[src/rtl/subleq_ram_dp_if.sv]
// Bus bundle for the Subleq dual-port RAM: sweep control, port A (read/write) and port B (fetch).
interface subleq_ram_dp_if #(
  parameter int P_ADDR = 8,
  parameter int P_DATA = 8
);
  logic              clr;
  logic              busy;
  logic              err;

  logic              a_en;
  logic              a_we;
  logic [P_ADDR-1:0] a_addr;
  logic [P_DATA-1:0] a_din;
  logic [P_DATA-1:0] a_dout;
  logic              a_vld;

  logic              b_en;
  logic [P_ADDR-1:0] b_addr;
  logic [P_DATA-1:0] b_dout;
  logic              b_vld;

  modport master (
    output clr, a_en, a_we, a_addr, a_din, b_en, b_addr,
    input  busy, err, a_dout, a_vld, b_dout, b_vld
  );

  modport slave (
    input  clr, a_en, a_we, a_addr, a_din, b_en, b_addr,
    output busy, err, a_dout, a_vld, b_dout, b_vld
  );
endinterface

[src/rtl/subleq_ram_dp.sv]
// Dual-port synchronous RAM for the Subleq core with a built-in zero-fill sweep
// that runs after reset and on clr; both ports are blocked while it runs.
module subleq_ram_dp #(
  parameter int P_ADDR = 8,
  parameter int P_DATA = 8,
  parameter int P_MEM  = 256
) (
  input logic             clk,
  input logic             rst_n,
  subleq_ram_dp_if.slave  bus
);

  typedef enum logic {CLEAR, READY} state_t;

  localparam int              IDX_W    = (P_MEM > 1) ? $clog2(P_MEM) : 1;
  localparam logic [P_ADDR:0] MEM_LIM  = (P_ADDR+1)'(P_MEM);
  localparam logic [P_ADDR-1:0] CNT_LAST = P_ADDR'(P_MEM - 1);

  state_t              state_q, state_d;
  logic [P_ADDR-1:0]   cnt_q, cnt_d;
  logic [P_DATA-1:0]   a_dout_q, a_dout_d;
  logic [P_DATA-1:0]   b_dout_q, b_dout_d;
  logic                a_vld_q, a_vld_d;
  logic                b_vld_q, b_vld_d;
  logic                err_q, err_d;

  logic [P_DATA-1:0]   mem_q [P_MEM];
  logic                mem_we;
  logic [IDX_W-1:0]    mem_waddr;
  logic [P_DATA-1:0]   mem_wdata;

  logic                a_ok, b_ok;
  logic [IDX_W-1:0]    a_idx, b_idx;

  // Indices are truncated to the array size; they are only used when in range.
  assign a_ok  = {1'b0, bus.a_addr} < MEM_LIM;
  assign b_ok  = {1'b0, bus.b_addr} < MEM_LIM;
  assign a_idx = bus.a_addr[IDX_W-1:0];
  assign b_idx = bus.b_addr[IDX_W-1:0];

  always_comb begin
    state_d   = state_q;
    cnt_d     = cnt_q;
    a_dout_d  = a_dout_q;
    b_dout_d  = b_dout_q;
    a_vld_d   = 1'b0;
    b_vld_d   = 1'b0;
    err_d     = 1'b0;
    mem_we    = 1'b0;
    mem_waddr = cnt_q[IDX_W-1:0];
    mem_wdata = '0;

    case (state_q)
      CLEAR: begin
        mem_we = 1'b1;
        if (cnt_q == CNT_LAST) begin
          state_d = READY;
          cnt_d   = '0;
        end else begin
          cnt_d = cnt_q + 1'b1;
        end
      end

      READY: begin
        if (bus.clr) begin
          state_d = CLEAR;
          cnt_d   = '0;
        end else begin
          // Reads sample the array before this edge's write lands: read-before-write.
          if (bus.a_en) begin
            if (bus.a_we) begin
              if (a_ok) begin
                mem_we    = 1'b1;
                mem_waddr = a_idx;
                mem_wdata = bus.a_din;
              end else begin
                err_d = 1'b1;
              end
            end else begin
              a_vld_d  = 1'b1;
              a_dout_d = a_ok ? mem_q[a_idx] : '0;
              if (!a_ok) err_d = 1'b1;
            end
          end
          if (bus.b_en) begin
            b_vld_d  = 1'b1;
            b_dout_d = b_ok ? mem_q[b_idx] : '0;
            if (!b_ok) err_d = 1'b1;
          end
        end
      end

      default: begin
        state_d = CLEAR;
        cnt_d   = '0;
      end
    endcase
  end

  always_ff @(posedge clk or negedge rst_n) begin
    if (!rst_n) begin
      state_q  <= CLEAR;
      cnt_q    <= '0;
      a_dout_q <= '0;
      b_dout_q <= '0;
      a_vld_q  <= 1'b0;
      b_vld_q  <= 1'b0;
      err_q    <= 1'b0;
    end else begin
      state_q  <= state_d;
      cnt_q    <= cnt_d;
      a_dout_q <= a_dout_d;
      b_dout_q <= b_dout_d;
      a_vld_q  <= a_vld_d;
      b_vld_q  <= b_vld_d;
      err_q    <= err_d;
    end
  end

  // Storage has no reset; the sweep is what zeroes it.
  always_ff @(posedge clk) begin
    if (mem_we) mem_q[mem_waddr] <= mem_wdata;
  end

  assign bus.busy   = (state_q == CLEAR);
  assign bus.err    = err_q;
  assign bus.a_dout = a_dout_q;
  assign bus.a_vld  = a_vld_q;
  assign bus.b_dout = b_dout_q;
  assign bus.b_vld  = b_vld_q;

endmodule

[src/flat_wrapper.sv]
// flat-port wrapper written by rule: the top's interface ports become plain ports
module subleq_ram_dp_flat 
#(
  parameter int P_ADDR = 8,
  parameter int P_DATA = 8,
  parameter int P_MEM  = 256
)
  (clk, rst_n, bus_clr, bus_a_en, bus_a_we, bus_a_addr, bus_a_din, bus_b_en, bus_b_addr, bus_busy, bus_err, bus_a_dout, bus_a_vld, bus_b_dout, bus_b_vld);
  subleq_ram_dp_if #(.P_ADDR(P_ADDR), .P_DATA(P_DATA)) bus_i ();
  input logic clk;
  input logic rst_n;
  input wire logic [$bits(bus_i.clr)-1:0] bus_clr;
  input wire logic [$bits(bus_i.a_en)-1:0] bus_a_en;
  input wire logic [$bits(bus_i.a_we)-1:0] bus_a_we;
  input wire logic [$bits(bus_i.a_addr)-1:0] bus_a_addr;
  input wire logic [$bits(bus_i.a_din)-1:0] bus_a_din;
  input wire logic [$bits(bus_i.b_en)-1:0] bus_b_en;
  input wire logic [$bits(bus_i.b_addr)-1:0] bus_b_addr;
  output wire logic [$bits(bus_i.busy)-1:0] bus_busy;
  output wire logic [$bits(bus_i.err)-1:0] bus_err;
  output wire logic [$bits(bus_i.a_dout)-1:0] bus_a_dout;
  output wire logic [$bits(bus_i.a_vld)-1:0] bus_a_vld;
  output wire logic [$bits(bus_i.b_dout)-1:0] bus_b_dout;
  output wire logic [$bits(bus_i.b_vld)-1:0] bus_b_vld;
  assign bus_i.clr = bus_clr;
  assign bus_i.a_en = bus_a_en;
  assign bus_i.a_we = bus_a_we;
  assign bus_i.a_addr = bus_a_addr;
  assign bus_i.a_din = bus_a_din;
  assign bus_i.b_en = bus_b_en;
  assign bus_i.b_addr = bus_b_addr;
  assign bus_busy = bus_i.busy;
  assign bus_err = bus_i.err;
  assign bus_a_dout = bus_i.a_dout;
  assign bus_a_vld = bus_i.a_vld;
  assign bus_b_dout = bus_i.b_dout;
  assign bus_b_vld = bus_i.b_vld;
  subleq_ram_dp #(.P_ADDR(P_ADDR), .P_DATA(P_DATA), .P_MEM(P_MEM)) u_core (.clk(clk), .rst_n(rst_n), .bus(bus_i));
endmodule
[config.mk]
export PLATFORM = sky130hd
export DESIGN_NAME = subleq_ram_dp_flat
export DESIGN_NICKNAME = d
export VERILOG_FILES = /design/src/rtl/subleq_ram_dp_if.sv /design/src/rtl/subleq_ram_dp.sv /design/src/flat_wrapper.sv
export SDC_FILE = /design/constraint.sdc
export NUM_CORES = 2
export LEC_CHECK = 0
export CELL_PAD_IN_SITES_DETAIL_PLACEMENT = 1
export CELL_PAD_IN_SITES_GLOBAL_PLACEMENT = 2
export CORE_MARGIN = 4
export CORE_UTILIZATION = 50
export DETAILED_ROUTE_END_ITERATION = 16
export PLACE_DENSITY_LB_ADDON = 0.1
export RECOVER_POWER = 50
export SYNTH_ARGS = -nofsm -noshare
export SYNTH_HDL_FRONTEND = slang
export SYNTH_SLANG_ARGS = --single-unit
[constraint.sdc]
create_clock -name clk -period 9.3 [get_ports clk]
set_input_delay 1.395 -clock clk [delete_from_list [all_inputs] [get_ports clk]]
set_output_delay 1.395 -clock clk [all_outputs]
set_load 0.03 [all_outputs]
# Yosys cells after proc, flatten, opt, wreduce, memory -nomap -nowiden
# Memory sizes are Yosys's and may differ from the RTL's. A register that Yosys moved wholly into a read port is not among the register bits.
# Cells that the tools add are included.
[totals]
mem_bits_ro = 0
mem_count = 1
in_bits = 30
ram_bits = 2048
elab_cells = 42
out_inout_bits = 20
regBits = 11
latch_bits = 0
[classes]
reduce_logical = 4
bitwise_logic = 3
shifts = 0
div = 0
order_cmp = 0
eq_ne = 2
n_mul = 0
mux = 27
n_addsub = 1
[memory_table]
columns = ["memory", "words", "word_bits", "read_ports", "rd_clocked_by_memory_dff", "write_ports", "line_no", "source"]
rows = [
  ["u_core.mem_q", 256, 8, 2, 2, 1, "subleq_ram_dp.sv:27", "logic [P_DATA-1:0] mem_q [P_MEM];"],
]
[ops]
columns = ["operator", "count"]
rows = [
  ["two-way mux 8 bit", 10],
  ["case mux 8 bit (2 select lines)", 1],
  ["two-way mux 1 bit", 14],
  ["adder 8 x 1 -> 8 bit, second input constant", 1],
  ["== test 8 bit, second input constant", 1],
  ["case mux 1 bit (2 select lines)", 2],
  ["AND reduction 4 bit", 1],
  ["NOT 1 bit", 3],
  ["AND reduction 3 bit", 1],
  ["zero test 1 bit", 2],
  ["inequality test 2 bit, second input constant", 1],
]

# Logic depth before layout (Yosys ltp)
[logic_depth]
word_depth = 6
mapped_depth = 12
mapped_depth_nobuf = 8

# Least setup slack after synthesis
# Ideal clock, no wire load.
[synth_timing]
path_type = "input to register"
start = "input bus_a_we"
end = "memory u_core.mem_q[0][0], data pin"
slack_ps = 3139
required_time_ps = 8431
arrival_time_ps = 5291
cell_stages = 4
n_path_buf = 1
setup_ps = 869
path_cell_list = "nand2_1 > nor3_2 > clkbuf_1 > and2_1"
[synth_via]
elab_chain_len = 4
[synth_lines]
columns = ["element", "line_no", "source"]
rows = [
  ["start, declared", "flat_wrapper.sv:14", "input wire logic [$bits(bus_i.a_we)-1:0] bus_a_we;"],
  ["two-way mux 8 bit", "subleq_ram_dp.sv:71", "if (bus.a_we) begin"],
  ["two-way mux 8 bit", "subleq_ram_dp.sv:70", "if (bus.a_en) begin"],
  ["two-way mux 8 bit", "subleq_ram_dp.sv:65", "if (bus.clr) begin"],
  ["two-way mux 8 bit", "subleq_ram_dp.sv:53", "case (state_q)"],
  ["net u_core.mem_wdata[0]", "subleq_ram_dp.sv:30", "logic [P_DATA-1:0] mem_wdata;"],
  ["end, declared", "subleq_ram_dp.sv:27", ""],
]
# The timed path passes the listed nets, and every way through them passes these cells.

# Worst setup path after layout
[layout_timing]
start = "input bus_a_we"
end = "memory u_core.mem_q[187][0], data pin"
# The elaborated chain is that of the path after synthesis.

==> flow_metrics.env <==
export IMPL_cts_setup_buffers=0
export IMPL_die_x_um=452
export IMPL_ant_nets=0
export IMPL_cts_path_max_buffers=3
export IMPL_multi_input_area_um2=33400
export IMPL_antenna_found_initial=20
export IMPL_yosys_area_top_type="edfxtp_1"
export IMPL_synth_xor_area_share_pct=0.0355
export IMPL_grt_max_degree=169
export IMPL_grt_pass1_vias=62400
export IMPL_failed_checks="capacitance limit, slew limit"
export IMPL_routed_wirelength_um=364000
export IMPL_dp_hpwl_um=238000
export IMPL_seq_area_frac_synth_pct=63.0
export IMPL_synthesis_instances=5757
export IMPL_syn_area_um2=98700
export IMPL_crit_chain="dlygate4sd3_1 -> nand2_1 -> nor3_1 -> clkbuf_1 -> and2_4 -> clkbuf_1"
export IMPL_rr_worst_depth=5
export IMPL_slew_violations=298
export IMPL_h_tree_depth=4
export IMPL_finalSetupViolCount=0
export IMPL_hold_path_class="reg -> reg"
export IMPL_top_layer_used="met5"
export IMPL_fin_crit_ns=7.16
export IMPL_slowest_stage="clkbuf_1"
export IMPL_io_buffers=48
export IMPL_slew_headroom_pct=-111
export IMPL_wl_per_cell_um=42.5
export IMPL_yosys_area_share_adder_pct=0.0127
export IMPL_clock_skew_ns=0.0633
export IMPL_worstSkewPairLatency_ns=0.88
export IMPL_yosysWarnings=0
export IMPL_ir_worst_vdd_uv=161
export IMPL_grt_usage_pct=35.3
export IMPL_grt_first_pass_wirelength_um=504000
export IMPL_start_util_pct=50.5
export IMPL_criticalPathCategory="in -> reg"
export IMPL_cp_slowest_stage_delay_ns=2.23
export IMPL_rr_startpoint="u_core.state_q"
export IMPL_vias=62100
export IMPL_postCtsHoldBufs=0
export IMPL_root_buffer="clkbuf_16"
export IMPL_ioPinCount=50
export IMPL_dr_pass1_iters=6
export IMPL_rsz0062_at_grt="no"
export IMPL_dr_wl_met3_um=33900
export IMPL_cts_sinks=2075
export IMPL_synth_main_ff_cell="edfxtp_1"
export IMPL_finalSetupTns_ns=0
export IMPL_num_rows=162
export IMPL_maxCapViolCount=10
export IMPL_avgSynthCellArea_um2=17.1
export IMPL_tightest_slew_ns=3.17
export IMPL_fp_dieH_um=452
export IMPL_crit_path_start="bus_a_we"
export IMPL_detail_route_vias_per_cell=7.24
export IMPL_hold_viol_final=0
export IMPL_synth_compound_area_share_pct=6.55
export IMPL_muxShareOfSynthArea_pct=23.4
export IMPL_regArea_um2=62200
export IMPL_syn_to_final_growth_pct=9.63
export IMPL_drt_iter0_drc=8780
export IMPL_cts_tree="built"
export IMPL_required_ns=9.50
export IMPL_cp_end_kind="flip-flop"
export IMPL_r2r_end="u_core.mem_q[187][0]"
export IMPL_yosys_top_cells_area="edfxtp_1, mux4_2, mux2i_1, o22ai_1, nor2_1"
export IMPL_p_leak_uw=0.0363
export IMPL_ys_async_sr_fraction_pct=1.30
export IMPL_post_cts_resized=0
export IMPL_gp_congestion=0.927
export IMPL_max_freq_ghz=0.140
export IMPL_arrival_ns=7.36
export IMPL_fin_hold_ws_ns=0.564
export IMPL_cp_max_fo=62
export IMPL_cts_made_buffers=217
export IMPL_r2r_slack_ns=2.56
export IMPL_dieArea_um2=205000
export IMPL_nFillCells=17500
export IMPL_synth_cell_types=81
export IMPL_syn_nets=5788
export IMPL_clkTransAtPathRegs_ns=0.06
export IMPL_nets=5788
export IMPL_synth_top_family_by_area="multiplexers"
export IMPL_cp_start_kind="primary input"
export IMPL_cp_endpoint="u_core.mem_q[187][0]"
export IMPL_p_per_area_nw_per_um2=199
export IMPL_drive_gt1_share_pct=20.4
export IMPL_core_area_um2=196000
export IMPL_synthSimpleGateAreaFrac_pct=3.71
export IMPL_synth_edff_count=2048
export IMPL_period_share_pct=77.0
export IMPL_grt_ovfl_total=0
export IMPL_dr_wl_met2_um=169000
export IMPL_wl_met1_um=138000
export IMPL_route_detailed_drc=0
export IMPL_cpMostUsedCell="clkbuf_1"
export IMPL_synth_top_area_share_pct=62.3
export IMPL_ys_ff_latch=2075
export IMPL_status="complete, but fails checks"
power breakdown:
group	internal (uW)	switching [uW]	leakage, uW	total (uW)
clock network	5040	3810	0.00348	8850
registers	10300	133	0.0199	10400
logic	679	1550	0.0128	2230
total	16000	5490	0.0363	21500
cell usage in the layout (no fill, tap or decap), types with 21 or more instances in the layout:
cell,synthesis,layout
a221oi_1,64,64
nand3b_1,20,21
clkbuf_16,0,221
clkbuf_1,140,36
mux2i_1,752,752
a21oi_1,157,157
nand3_1,51,51
a2111oi_0,68,55
a211oi_1,69,69
clkinv_1,0,49
mux4_1,40,40
nand2_1,293,291
dfrtp_1,27,27
o22ai_1,231,231
nor2_1,316,311
o21ai_0,103,103
dlygate4sd3_1,0,21
bufinv_16,0,25
mux4_2,630,630
buf_4,77,166
nor3_1,39,40
clkinv_2,0,44
edfxtp_1,2048,2048
o221ai_1,132,132
final cells by class:
class,count,share of cell area (%)
Antenna cell,7,0.0162
Timing Repair Buffer,241,2.02
Clock buffer,254,5.23
Sequential cell,2075,57.5
Clock inverter,144,1.35
Inverter,9,0.0428
Tap cell,2624,3.03
Multi-Input combinational cell,3213,30.8
per-stage QoR:
step / total power (uW) / area, um^2 / util (%) / setup WS, ns / std cells
finish: 21500 / 108000 / 55.3 / 2.14 / 8567
CTS: 21500 / 108000 / 55.3 / 3.80 / 8559
global placement: 12800 / 101000 / 51.6 / 2.28 / 8156
global route: 22000 / 108000 / 55.3 / 1.88 / 8560
floorplan: 11800 / 98700 / - / 3.14 / 5757
detailed placement: 12800 / 101000 / 51.7 / 2.86 / 8161
critical path: cells and delay by family:
family        cells  cell delay [ns]
buf+inv           3             3.83
simple gates      3             1.99
worst min path at each step:
stage / slack, ns / cells after the start / start / end
finish: 0.56 / 2 / u_core.bus.b_dout[2] / u_core.bus.b_dout[2]
detailed placement: 0.54 / 2 / u_core.bus.b_dout[2] / u_core.bus.b_dout[2]
global route: 0.60 / 2 / u_core.bus.b_dout[2] / u_core.bus.b_dout[2]
global placement: 0.53 / 2 / u_core.bus.b_dout[2] / u_core.bus.b_dout[2]
floorplan: 0.52 / 1 / u_core.cnt_q[3] / u_core.cnt_q[3]
CTS: 0.57 / 2 / u_core.bus.b_dout[2] / u_core.bus.b_dout[2]
synthesized netlist by cell type (5+ instances only):
| cell type | n |
|---|---|
| edfxtp_1 | 2048 |
| mux2i_1 | 752 |
| mux4_2 | 630 |
| nor2_1 | 316 |
| nand2_1 | 293 |
| o22ai_1 | 231 |
| a21oi_1 | 157 |
| clkbuf_1 | 140 |
| o221ai_1 | 132 |
| buf_2 | 108 |
| o21ai_0 | 103 |
| buf_4 | 77 |
| buf_6 | 72 |
| a211oi_1 | 69 |
| a2111oi_0 | 68 |
| a221oi_1 | 64 |
| nand3_1 | 51 |
| mux4_1 | 40 |
| nor3_1 | 39 |
| buf_8 | 28 |
| dfrtp_1 | 27 |
| nand3b_1 | 20 |
| nor4_1 | 20 |
| a22oi_1 | 19 |
| nor2b_1 | 16 |
| buf_1 | 15 |
| and2_1 | 14 |
| a31oi_1 | 13 |
| mux2_2 | 13 |
| o211ai_1 | 12 |
| or3_1 | 12 |
| nand2b_1 | 11 |
| buf_12 | 10 |
| o41ai_1 | 8 |
| clkbuf_4 | 7 |
| mux4_4 | 7 |
| o2111ai_1 | 7 |
| inv_1 | 6 |
| nand4_1 | 6 |
| nor3b_1 | 6 |
| o31ai_1 | 6 |
| a211o_1 | 5 |
| o21a_1 | 5 |
| or2_2 | 5 |
sequential cells by signal (all words and copies together), names as in the netlist:
name and count:
u_core.mem_q 2048, u_core.bus.a_dout 8, u_core.bus.b_dout 8, u_core.bus.b_vld 1, u_core.state_q 1, u_core.cnt_q 8, u_core.bus.a_vld 1
per-layer routing:
metal  up-vias  global-route usage [%]
li1      24200                       -
met4         8                    18.9
met3       760                    6.51
met2      3825                    54.7
met1     33300                    48.0
met5         -                       0
cell families (layout without fill, tap and decap cells):
family,Yosys count,in the layout
other,1,8
xor gates and xnor gates,4,4
muxes,1442,1442
and+or+nand+nor,833,833
adders and majority gates,1,1
buffers and inverters,469,648
AOI/OAI and AO/OA,932,932
DFF,2075,2075
Note: power is estimated with default switching activity, not from simulation.
